## src/rtl/seven_seg_reader_if.sv

```systemverilog
`timescale 1ns/1ps
`default_nettype none
// +--------------------------------------------------------------------------+
// | Module      : seven_seg_reader_if                                        |
// | Description : Bundle of the multiplexed seven-segment display bus and    |
// |               the readback results of seven_seg_reader.                  |
// | Revision    : 1.0 - initial release                                      |
// +--------------------------------------------------------------------------+
// | Signals (names are from the reader's point of view):                     |
// |   sseg_c_i      [6:0]          cathodes, active-low, bit0=a .. bit6=g     |
// |   an_i          [DIGITS-1:0]   digit enables, active-low                  |
// |   clear_err_i                  clears the sticky error flag               |
// |   bcd_o         [4*DIGITS-1:0] captured code per digit, digit i at 4i+:4  |
// |   digit_valid_o [DIGITS-1:0]   digit captured at least once since reset   |
// |   capture_o                    one-cycle pulse per capture                |
// |   capture_idx_o [2:0]          digit index of the latest capture          |
// |   err_o                        sticky invalid-pattern flag                |
// |   frame_o                      one-cycle pulse per complete frame         |
// | Modports: master = display driver / bench, slave = the reader.           |
// +--------------------------------------------------------------------------+
interface seven_seg_reader_if #(
  parameter int DIGITS = 4
);
  logic [6:0]          sseg_c_i;
  logic [DIGITS-1:0]   an_i;
  logic                clear_err_i;
  logic [4*DIGITS-1:0] bcd_o;
  logic [DIGITS-1:0]   digit_valid_o;
  logic                capture_o;
  logic [2:0]          capture_idx_o;
  logic                err_o;
  logic                frame_o;

  modport master (
    output sseg_c_i, an_i, clear_err_i,
    input  bcd_o, digit_valid_o, capture_o, capture_idx_o, err_o, frame_o
  );

  modport slave (
    input  sseg_c_i, an_i, clear_err_i,
    output bcd_o, digit_valid_o, capture_o, capture_idx_o, err_o, frame_o
  );
endinterface
`default_nettype wire

```

## src/rtl/seven_seg_reader.sv

```systemverilog
`timescale 1ns/1ps
`default_nettype none
// +--------------------------------------------------------------------------+
// | Module      : seven_seg_reader                                           |
// | Description : Watches a multiplexed, active-low seven-segment bus and    |
// |               turns every stable segment pattern back into a BCD code   |
// |               for the selected digit. Flags undecodable patterns and    |
// |               pulses once every digit has been captured.                 |
// | Revision    : 1.0 - initial release                                      |
// +--------------------------------------------------------------------------+
// | Parameters:                                                              |
// |   DIGITS        number of digit positions (1..8)                         |
// |   STABLE_CYCLES identical consecutive samples needed to capture (>= 2)  |
// | Ports:                                                                   |
// |   clk    rising-edge system clock                                        |
// |   reset  asynchronous, active-high                                       |
// |   bus    seven_seg_reader_if.slave (display bus in, readback results out)|
// +--------------------------------------------------------------------------+
module seven_seg_reader #(
  parameter int DIGITS        = 4,
  parameter int STABLE_CYCLES = 4
) (
  input  wire logic              clk,
  input  wire logic              reset,
  seven_seg_reader_if.slave      bus
);

  localparam int                  CNT_W    = $clog2(STABLE_CYCLES + 1);
  localparam logic [CNT_W-1:0]    C_STABLE = CNT_W'(STABLE_CYCLES);
  localparam logic [CNT_W-1:0]    C_ONE    = CNT_W'(1);
  localparam logic [3:0]          C_BLANK  = 4'hF;
  localparam logic [3:0]          C_BAD    = 4'hE;

  typedef enum logic [1:0] {
    S_IDLE   = 2'd0,
    S_SETTLE = 2'd1,
    S_HELD   = 2'd2
  } state_t;

  // Pattern (g..a) to BCD. Blank is a legal "nothing shown" code.
  function automatic logic [3:0] f_decode(input logic [6:0] pat);
    logic [3:0] code;
    case (pat)
      7'b1000000: code = 4'h0;
      7'b1111001: code = 4'h1;
      7'b0100100: code = 4'h2;
      7'b0110000: code = 4'h3;
      7'b0011001: code = 4'h4;
      7'b0010010: code = 4'h5;
      7'b0000010: code = 4'h6;
      7'b1111000: code = 4'h7;
      7'b0000000: code = 4'h8;
      7'b0010000: code = 4'h9;
      7'b1111111: code = C_BLANK;
      default:    code = C_BAD;
    endcase
    return code;
  endfunction

  // Input sample registers and their one-cycle-older copies
  logic [6:0]          sseg_q, prev_sseg_q;
  logic [DIGITS-1:0]   an_q, prev_an_q;

  state_t              state_q, state_d;
  logic [CNT_W-1:0]    cnt_q, cnt_d;

  logic [4*DIGITS-1:0] bcd_q, bcd_d;
  logic [DIGITS-1:0]   valid_q, valid_d;
  logic [DIGITS-1:0]   seen_q, seen_d;
  logic                capture_q;
  logic [2:0]          idx_q, idx_d;
  logic                err_q, err_d;
  logic                frame_q, frame_d;

  logic [DIGITS-1:0]   sel_mask;
  logic                sel_valid;
  logic [2:0]          sel_idx;
  logic                changed;
  logic                cap;
  logic [3:0]          code;

  // Selection decode: exactly one enable low, anything else is "no digit".
  always_comb begin
    sel_mask  = ~an_q;
    sel_valid = $onehot(sel_mask);
    sel_idx   = 3'd0;
    for (int i = 0; i < DIGITS; i++) begin
      if (sel_mask[i]) begin
        sel_idx = 3'(i);
      end
    end
    changed = (sseg_q != prev_sseg_q) || (an_q != prev_an_q);
    code    = f_decode(sseg_q);
  end

  // Stability FSM. The counter holds how many identical samples have been
  // seen; the capture fires on the edge that would bring it to STABLE_CYCLES.
  always_comb begin
    state_d = state_q;
    cnt_d   = cnt_q;
    cap     = 1'b0;
    case (state_q)
      S_IDLE: begin
        cnt_d = '0;
        if (sel_valid) begin
          state_d = S_SETTLE;
          cnt_d   = C_ONE;
        end
      end
      S_SETTLE: begin
        if (changed) begin
          if (sel_valid) begin
            cnt_d = C_ONE;
          end else begin
            state_d = S_IDLE;
            cnt_d   = '0;
          end
        end else if (cnt_q + C_ONE == C_STABLE) begin
          cap     = 1'b1;
          state_d = S_HELD;
          cnt_d   = C_STABLE;
        end else begin
          cnt_d = cnt_q + C_ONE;
        end
      end
      S_HELD: begin
        if (changed) begin
          if (sel_valid) begin
            state_d = S_SETTLE;
            cnt_d   = C_ONE;
          end else begin
            state_d = S_IDLE;
            cnt_d   = '0;
          end
        end
      end
      default: begin
        state_d = S_IDLE;
        cnt_d   = '0;
      end
    endcase
  end

  // Capture datapath, frame tracking and sticky error.
  always_comb begin
    bcd_d   = bcd_q;
    valid_d = valid_q;
    idx_d   = idx_q;
    // A full mask is reported now and cleared on this same edge; a capture
    // landing here starts the next frame's mask.
    frame_d = &seen_q;
    seen_d  = frame_d ? '0 : seen_q;
    err_d   = bus.clear_err_i ? 1'b0 : err_q;
    if (cap) begin
      for (int i = 0; i < DIGITS; i++) begin
        if (sel_mask[i]) begin
          bcd_d[4*i +: 4] = code;
        end
      end
      valid_d = valid_q | sel_mask;
      seen_d  = seen_d | sel_mask;
      idx_d   = sel_idx;
      // Set wins over a coincident clear.
      if (code == C_BAD) begin
        err_d = 1'b1;
      end
    end
  end

  always_ff @(posedge clk or posedge reset) begin
    if (reset) begin
      sseg_q      <= '1;
      an_q        <= '1;
      prev_sseg_q <= '1;
      prev_an_q   <= '1;
      state_q     <= S_IDLE;
      cnt_q       <= '0;
      bcd_q       <= '1;
      valid_q     <= '0;
      seen_q      <= '0;
      capture_q   <= 1'b0;
      idx_q       <= 3'd0;
      err_q       <= 1'b0;
      frame_q     <= 1'b0;
    end else begin
      sseg_q      <= bus.sseg_c_i;
      an_q        <= bus.an_i;
      prev_sseg_q <= sseg_q;
      prev_an_q   <= an_q;
      state_q     <= state_d;
      cnt_q       <= cnt_d;
      bcd_q       <= bcd_d;
      valid_q     <= valid_d;
      seen_q      <= seen_d;
      capture_q   <= cap;
      idx_q       <= idx_d;
      err_q       <= err_d;
      frame_q     <= frame_d;
    end
  end

  assign bus.bcd_o         = bcd_q;
  assign bus.digit_valid_o = valid_q;
  assign bus.capture_o     = capture_q;
  assign bus.capture_idx_o = idx_q;
  assign bus.err_o         = err_q;
  assign bus.frame_o       = frame_q;

endmodule
`default_nettype wire

```

## src/flat_wrapper.sv

```systemverilog
// flat-port wrapper written by rule: the top's interface ports become plain ports
module seven_seg_reader_flat 
#(
  parameter int DIGITS        = 4,
  parameter int STABLE_CYCLES = 4
)
  (clk, reset, bus_sseg_c_i, bus_an_i, bus_clear_err_i, bus_bcd_o, bus_digit_valid_o, bus_capture_o, bus_capture_idx_o, bus_err_o, bus_frame_o);
  seven_seg_reader_if #(.DIGITS(DIGITS)) bus_i ();
  input  wire logic clk;
  input  wire logic reset;
  input wire logic [$bits(bus_i.sseg_c_i)-1:0] bus_sseg_c_i;
  input wire logic [$bits(bus_i.an_i)-1:0] bus_an_i;
  input wire logic [$bits(bus_i.clear_err_i)-1:0] bus_clear_err_i;
  output wire logic [$bits(bus_i.bcd_o)-1:0] bus_bcd_o;
  output wire logic [$bits(bus_i.digit_valid_o)-1:0] bus_digit_valid_o;
  output wire logic [$bits(bus_i.capture_o)-1:0] bus_capture_o;
  output wire logic [$bits(bus_i.capture_idx_o)-1:0] bus_capture_idx_o;
  output wire logic [$bits(bus_i.err_o)-1:0] bus_err_o;
  output wire logic [$bits(bus_i.frame_o)-1:0] bus_frame_o;
  assign bus_i.sseg_c_i = bus_sseg_c_i;
  assign bus_i.an_i = bus_an_i;
  assign bus_i.clear_err_i = bus_clear_err_i;
  assign bus_bcd_o = bus_i.bcd_o;
  assign bus_digit_valid_o = bus_i.digit_valid_o;
  assign bus_capture_o = bus_i.capture_o;
  assign bus_capture_idx_o = bus_i.capture_idx_o;
  assign bus_err_o = bus_i.err_o;
  assign bus_frame_o = bus_i.frame_o;
  seven_seg_reader #(.DIGITS(DIGITS), .STABLE_CYCLES(STABLE_CYCLES)) u_core (.clk(clk), .reset(reset), .bus(bus_i));
endmodule
```

## config.mk

```make
export PLATFORM = sky130hd
export DESIGN_NAME = seven_seg_reader_flat
export DESIGN_NICKNAME = d
export VERILOG_FILES = /design/src/rtl/seven_seg_reader_if.sv /design/src/rtl/seven_seg_reader.sv /design/src/flat_wrapper.sv
export SDC_FILE = /design/constraint.sdc
export NUM_CORES = 1
export LEC_CHECK = 0
export BUFFER_PORTS_ARGS = -buffer_cell sky130_fd_sc_hd__buf_2
export CAP_MARGIN = 0
export CELL_PAD_IN_SITES_DETAIL_PLACEMENT = 0
export CELL_PAD_IN_SITES_GLOBAL_PLACEMENT = 2
export CORE_MARGIN = 2
export CORE_UTILIZATION = 38
export DETAILED_ROUTE_END_ITERATION = 10
export PLACE_DENSITY = 0.79
export SYNTH_ARGS = -nofsm -noshare
export SYNTH_HDL_FRONTEND = slang
export SYNTH_SLANG_ARGS = --single-unit
```

## constraint.sdc

```tcl
create_clock -name clk -period 2.79 [get_ports clk]
set_input_delay 0.4185 -clock clk [delete_from_list [all_inputs] [get_ports clk]]
set_output_delay 0.4185 -clock clk [all_outputs]
set_load 0.02 [all_outputs]
```

Word level (Yosys, flattened, before mapping)
Cells that the tools add are included.

operators by class
  equality and inequality tests = 21
  mux-type cells = 24
  reduce and logical (&&, ||, !) cells = 9
  bitwise logic cells = 3
  $add $sub $neg = 4

operators with widths
  operator               count
  $pmux W4 S11           1
  $eq A7 B7 Y1 const B   4
  $eq A7 B5 Y1 const B   3
  $eq A7 B6 Y1 const B   2
  $mux W2                7
  $mux W1                9
  $mux W3                3
  $pmux W3 S3            1
  $mux W4                2
  $or A4 B4 Y4           2
  $reduce_and A2 Y1      4
  $reduce_and A4 Y1      2
  $eq A7 B2 Y1 const B   1
  $logic_not A7 Y1       1
  $ne A7 B7 Y1           1
  $pmux W2 S3            1
  $add A1 B1 Y2          2
  $eq A4 B4 Y1 const B   1
  $ne A2 B1 Y1 const B   2
  $ne A4 B4 Y1           1
  $not A4 Y4             1
  $add A3 B1 Y3 const B  1
  $add A3 B3 Y3          1
  $eq A3 B1 Y1 const B   1
  7 further kinds        7

storage, ports and cells
  register bits after elaboration = 57
  input port bits = 14
  word-level logic and storage cells = 77

Depth between registers and ports, before layout
Gate-level depths: netlist of the first run.

  depth after elaboration = 7
  depth in mapped cells = 7

Least setup slack after synthesis of the first run
No wires, ideal clock.

  path type = reg2reg
  start = register u_core.an_q[1]
  end = register u_core.state_q[0]
  stages on the path, launching flop included = 7
  setup slack = 845 ps
  data arrival time = 1868 ps
  data required time = 2712 ps
  period minus slack after synthesis = 1945 ps
  path through = dfstp_2 -> inv_1 -> ha_1 -> ha_1 -> fa_1 -> nor3b_1 -> o2bb2ai_1

between the ends
  cells in the longest elaborated chain, start to end = 7
  elaborated cells between the ends (all ways) = 15
  those cells by class = add/sub (2); eq/ne (6); mux (4); bitwise (1); reduce/logical (2)

RTL lines
  element                              RTL line                 source
  start: declaration                   seven_seg_reader.sv:62   logic [DIGITS-1:0] an_q, prev_an_q;
  start signal: assignment             seven_seg_reader.sv:187  an_q <= bus.an_i;
  $not A4 Y4                           seven_seg_reader.sv:84   sel_mask = ~an_q;
  $add A1 B1 Y2 (not written as such)  seven_seg_reader.sv:85   sel_valid = $onehot(sel_mask);
  $add A3 B3 Y3 (not written as such)  seven_seg_reader.sv:85
  $eq A3 B1 Y1                         seven_seg_reader.sv:85
  $mux W1                              seven_seg_reader.sv:128  if (sel_valid) begin
  $mux W2                              seven_seg_reader.sv:127  if (changed) begin
  $pmux W2 S3                          seven_seg_reader.sv:102  case (state_q)
  end signal: assignment               seven_seg_reader.sv:190  state_q <= state_d;
  end: declaration                     seven_seg_reader.sv:64   state_t state_q, state_d;

Parallel ways exist; a longest one is shown, timed or not. The select of a mux whose other input is x is not followed.
A chain may end at the register's enable or synchronous reset.

Final worst setup path of the first run
  start = register u_core.sseg_q[4]
  end = register u_core.bcd_q[0] (netlist: u_core.bus.bcd_o[0])

between the ends
  cells in the longest elaborated chain, start to end = 5
  elaborated cells between the ends (all ways) = 17
  those cells by class = eq/ne (11); mux (3); reduce/logical (3)

RTL lines
  element                             RTL line                 source
  start: declaration                  seven_seg_reader.sv:61   logic [6:0] sseg_q, prev_sseg_q;
  start signal: assignment            seven_seg_reader.sv:186  sseg_q <= bus.sseg_c_i;
  $ne A7 B7 Y1                        seven_seg_reader.sv:92   changed = (sseg_q != prev_sseg_q) || (an_q != prev_an_q);
  $logic_or A1 B1 Y1                  seven_seg_reader.sv:92
  $mux W1                             seven_seg_reader.sv:111  if (changed) begin
  $mux W1                             seven_seg_reader.sv:102
  $reduce_and A2 Y1 (no source line)  --
  end signal: assignment              seven_seg_reader.sv:178  bcd_q <= '1;
  end signal: assignment              seven_seg_reader.sv:192  bcd_q <= bcd_d;
  end: declaration                    seven_seg_reader.sv:67   logic [4*DIGITS-1:0] bcd_q, bcd_d;

Parallel ways exist; a longest one is shown, timed or not.

==> impl_metrics.tcl, run 1 <==
set metrics [dict create \
    post_cts_buffers 0 \
    syn_to_final_growth_pct 15.3 \
    antenna_left 0 \
    dr.first_iter.drc_count 57 \
    die_area_um2 6950 \
    cp_max_fo 13 \
    syn_area_per_cell_um2 13.4 \
    clk_path_buf_depth 2 \
    power.switching_mw 0.333 \
    gp_congestion 0.737 \
    pwr-share-seq_pct 61.7 \
    fin_crit_sh_pct 82.0 \
    core_area_um2 5990 \
    synth-seq-cells 56 \
    ys.flop_type "dfstp_2" \
    finalClockSkew_ns 0.00605 \
    comb_power_share_pct 6.4 \
    rsz0062_at_grt "no" \
    crit_type "register to register" \
    wl_mm 4.30 \
    end_kind "register" \
    ctsResizeCount 0 \
    hold_buffers 0 \
    hold_path.class "input pin to asynchronous set/reset pin" \
    synth_top_area_share_pct 41.7 \
    fin_crit_ns 2.29 \
    setup_viol 0 \
    h-tree-depth 2 \
    clock_latency_ns 0.31 \
    row_count 28 \
    die_w_um 83.3 \
    dp_hpwl_mm 3.15 \
    overflow 0 \
    synthArstFlopShare_pct 100 \
    grt_pass1_vias 1464 \
    grt_max_degree 24 \
    ys_warn_count 0 \
    status "finished clean" \
    drc 0 \
    slew_headroom_pct 65.2 \
    start_util_pct 39.9 \
    insertedDiodeCount 0 \
    num_vias 1430 \
    die_h_um 83.3 \
    synth_commonest_cells "38 x dfstp_2, 18 x dfrtp_1, 17 x mux2_2" \
    cp-start-kind "register" \
    synth_area_leaders "dfstp_2 42%, dfrtp_1 19%, mux2_2 8.0%" \
    cap_violations 0 \
    clock.fmax_ghz 0.437 \
    p_clk_share_pct 31.8 \
    final-hold-violation-count 0 \
    ff2ff_setup_slack_ns 0.50 \
    slew_viol_final 0 \
    p_int_mw 1.09 \
    synthDistinctLibCells 44 \
    peakVddDrop_mv 0.314 \
    grt_pass1_wl_mm 7.18 \
    totalPowerFinal_mw 1.42 \
    syn_inst 179 \
    power_density_nw_per_um2 514 \
    crit_required_ns 3.03 \
    synth_edf_count 0 \
    pin_count 40 \
    drive_gt1_share_pct 53.8 \
    cts_root_buffer "clkbuf_8" \
    synth_seq_area_share_pct 60.6 \
    avgRoutedWirePerCell_um 14.4 \
    clock_sinks 56 \
    port_buffers 38 \
    track_usage_pct 13.3 \
    synth_top_area_cell "dfstp_2" \
    firstDrtPassIters 4 \
    p_sw_share_pct 23.4 \
    cts_buffers 5 \
    antenna_found_initial 0 \
    p_leak_nw 1.33 \
    synth_nets 200 \
    netlist_area_um2 2390 \
    clk_pin_slew_ns 0.09 \
    cp.arrival_ns 2.53 \
    cts_tree "yes" \
    worst-slew-pin-transition_ns 0.519 \
    synthMostInstantiatedCell "dfstp_2" \
    final_nets 243 \
    setup_tns_ns 0 \
    viasPerCell 4.80 \
]
==> per-layer routing <==
metal	track usage (%)	wire length, µm	vias up
li1	-	-	714
met1	17.3	2000	683
met2	20.7	2040	28
met3	4.27	209	5
met4	5.07	53	0
met5	0	0	-
==> layout by cell type (no fill, tap or decap), types with 4 or more instances in the layout <==
master and instances:
buf_2 38, dfstp_2 38, dfrtp_1 18, mux2_2 17, xor2_1 12, inv_1 8
nand2_1 6, nor2_1 6, ha_1 6, clkbuf_8 6, nor3_1 5, or2_2 5
a21o_1 5, buf_4 4
==> sequential cells by signal (all words and copies together), names as in the netlist, 3 cells and up <==
| signal | flops |
|---|---|
| u_core.an_q | 4 |
| u_core.bus.bcd_o | 16 |
| u_core.bus.digit_valid_o | 4 |
| u_core.cnt_q | 3 |
| u_core.prev_an_q | 4 |
| u_core.prev_sseg_q | 7 |
| u_core.seen_q | 4 |
| u_core.sseg_q | 7 |
==> critical path, cell delays in order (launching register included) <==
cell	delay, ns
dfstp_2	0.67
xor2_1	0.10
nor4_1	0.34
nand3_2	0.23
nor3_2	0.49
mux2_2	0.40
==> area by class of cell <==
class | instances | area (µm²)
flip-flops and latches | 56 | 1450
inverters | 9 | 33.8
well taps | 75 | 93.8
clock inverters | 2 | 10.0
multi-input cells | 108 | 870
repair buffers | 42 | 220
clock buffers | 6 | 82.6
fillers | 550 | 3230
==> path summary, 6_finish.rpt <==
kind / start / endpoint / cells past startpoint
min reg2reg: u_core.sseg_q[6]$_DFF_PP1_ / u_core.prev_sseg_q[6]$_DFF_PP1_ / 0
min: reset / u_core.bus.frame_o$_DFF_PP0_ / 2
max: u_core.sseg_q[4]$_DFF_PP1_ / u_core.bus.bcd_o[0]$_DFFE_PP1P_ / 5
max reg2reg: u_core.sseg_q[4]$_DFF_PP1_ / u_core.bus.bcd_o[0]$_DFFE_PP1P_ / 5
min in group clk: bus_an_i[2] / u_core.an_q[2]$_DFF_PP1_ / 1
max in group asynchronous: reset / u_core.prev_sseg_q[6]$_DFF_PP1_ / 3
==> logic make-up (layout without fill, tap and decap cells) <==
| logic type | count (synthesis) | in the layout | share of synthesized area, % |
|---|---|---|---|
| simple gates | 46 | 46 | 12.0 |
| compound gates | 24 | 24 | 7.32 |
| flops | 56 | 56 | 60.6 |
| xor+xnor | 12 | 12 | 4.39 |
| fa+ha+maj | 8 | 8 | 4.45 |
| mux | 17 | 17 | 8.00 |
| other cells | 1 | 1 | 0.157 |
| buf+inv | 15 | 59 | 3.09 |
==> stage by stage <==
step / hold slack, ns / utilization (%) / cells / instance area [µm²] / setup WS [ns]
final: 0.114 / 46.1 / 298 / 2760 / 0.501
after CTS: 0.129 / 46.1 / 298 / 2760 / 0.477
after global placement: 0.394 / 44.5 / 290 / 2670 / 0.523
after floorplan: 0.352 / - / 179 / 2390 / 0.845
after global routing: 0.156 / 46.1 / 298 / 2760 / 0.287
after detailed placement: 0.396 / 44.5 / 290 / 2670 / 0.488
==> power groups by stage <==
| stage | logic, mW | clock network, mW | registers, mW |
|---|---|---|---|
| 6_report | 0.0912 | 0.452 | 0.876 |
| 5_1_grt | 0.106 | 0.496 | 0.881 |
| 4_1_cts | 0.0941 | 0.470 | 0.877 |
| 3_5_place_dp | 0.0936 | 0 | 0.890 |
| 3_3_place_gp | 0.0927 | 0 | 0.889 |
| 2_1_floorplan | 0.0747 | 0 | 0.877 |
Note: power is estimated with default switching activity, not from simulation.
==> inputs of run 2 (changes only) <==
Clock period 2.79 ns to 2.3 ns, I/O delays scaled along.
==> impl_metrics.tcl, run 2 (same netlist as run 1, synthesis figures left out) <==
set metrics [dict create \
    crit_required_ns 2.52 \
    crit_type "register to register" \
    dp_slack_ns 0.118 \
    die_area_um2 6950 \
    final-hold-violation-count 0 \
    ff2ff_setup_slack_ns 0.11 \
    cts_tree "yes" \
    finalClockSkew_ns 0.0101 \
    h-tree-depth 2 \
    r2r_end "u_core.state_q[0]$_DFFE_PP0P_" \
    end_kind "register" \
    final_cells 308 \
    slew_headroom_pct 61.3 \
    totalPowerFinal_mw 1.72 \
    drc 0 \
    ctsResizeCount 0 \
    cp_max_fo 4 \
    hold_buffers 0 \
    dr.first_iter.drc_count 32 \
    gp_congestion 0.737 \
    avgRoutedWirePerCell_um 14.5 \
    antenna_found_initial 0 \
    fill_cells 563 \
    viasPerCell 4.88 \
    clock_latency_ns 0.30 \
    dp_hpwl_mm 3.19 \
    layout_common_cells "38 x buf_2, 38 x dfstp_2, 18 x dfrtp_1, 17 x mux2_2, 13 x buf_4" \
    clk_path_buf_depth 2 \
    timing.rr.start "u_core.an_q[3]$_DFF_PP1_" \
    start_util_pct 39.9 \
    worst-r2r-cell-count 7 \
    insertedDiodeCount 0 \
    worst-slew-pin-transition_ns 0.580 \
    num_vias 1504 \
    clk_pin_slew_ns 0.09 \
    port_buffers 38 \
    p_leak_nw 1.38 \
    grt_max_degree 32 \
    clock_sinks 56 \
    layout_setup_ws_ns 0.107 \
    largest_reg_flops 16 \
    slew_viol_final 0 \
    die_h_um 83.3 \
    firstDrtPassIters 4 \
    setup_viol 0 \
    endpoint "u_core.state_q[0]$_DFFE_PP0P_" \
    cts_buffers 5 \
    track_usage_pct 13.7 \
    hold_path.class "input pin to asynchronous set/reset pin" \
    fin_crit_ns 2.19 \
    final_nets 253 \
    rsz0062_at_grt "no" \
    clock.fmax_ghz 0.456 \
    die_w_um 83.3 \
    grt_pass1_vias 1577 \
    antenna_left 0 \
    post_cts_buffers 0 \
    cp-start-kind "register" \
    core_area_um2 5990 \
    pin_count 40 \
    cp.arrival_ns 2.42 \
    status "finished clean" \
    setup_tns_ns 0 \
    syn_to_final_growth_pct 18.9 \
    cap_violations 0 \
    grt_pass1_wl_mm 7.69 \
    fin_crit_sh_pct 95.3 \
    cts_root_buffer "clkbuf_8" \
    overflow 0 \
    power_density_nw_per_um2 604 \
    row_count 28 \
    place_area_um2 2750 \
    wl_mm 4.45 \
    fin_area_um2 2840 \
    drive_gt1_share_pct 54.9 \
    peakVddDrop_mv 0.344 \
    dp_cells 300 \
    crit_start "u_core.an_q[3]$_DFF_PP1_" \
]
==> run 2: changes by cell type in the layout (fill, tap and decap cells not counted) <==
cell and delta:
buf_4 +9, buf_12 +1, clkbuf_1 +2, clkinv_2 -2
==> run 2: layout make-up <==
cell class              instances  area (µm²)  share of cell area [%]
flip-flops and latches         56        1450                    50.9
multi-input cells             108         870                    30.6
repair buffers                 52         308                    10.8
well taps                      75        93.8                    3.30
clock buffers                   8        90.1                    3.17
inverters                       9        33.8                    1.19
==> run 2: per-layer routing <==
metal | track usage, % | vias to the layer above | wire (µm)
met1 | 18.0 | 740 | 2070
met3 | 3.08 | 7 | 170
met4 | 3.43 | 0 | 48
met5 | 0 | - | 0
li1 | - | 732 | -
met2 | 22.9 | 25 | 2170
==> run 2: critical path, cell delays in order, from the launching register on <==
cell and delay (ns):
dfstp_2 0.57, buf_4 0.14, inv_1 0.04, ha_1 0.26, ha_1 0.19, fa_1 0.44
nor3b_1 0.31, o2bb2ai_1 0.16
==> run 2: worst min-delay path by stage <==
stage,from,end,slack [ns],cells past startpoint
after floorplan,bus_an_i[0],u_core.an_q[0]$_DFF_PP1_,0.35,0
after global placement,u_core.an_q[3]$_DFF_PP1_,u_core.prev_an_q[3]$_DFF_PP1_,0.38,0
after detailed placement,u_core.an_q[3]$_DFF_PP1_,u_core.prev_an_q[3]$_DFF_PP1_,0.38,0
after CTS,reset,u_core.bus.err_o$_DFF_PP0_,0.12,2
after global routing,bus_sseg_c_i[4],u_core.sseg_q[4]$_DFF_PP1_,0.12,1
final,reset,u_core.cnt_q[2]$_DFFE_PP0N_,0.09,2
==> run 2: power breakdown <==
part	switching, mW	internal [mW]	total, mW	leakage, nW
sequential	0.0273	1.03	1.06	0.646
clock	0.286	0.246	0.533	0.0455
combinational	0.0719	0.0567	0.129	0.693
==> run 2: through the flow <==
stage / utilization (%) / hold slack (ns)
5_1_grt: 47.5 / 0.119
3_3_place_gp: 46.0 / 0.380
4_1_cts: 47.5 / 0.117
2_1_floorplan: - / 0.349
3_5_place_dp: 46.0 / 0.379
6_report: 47.5 / 0.0909
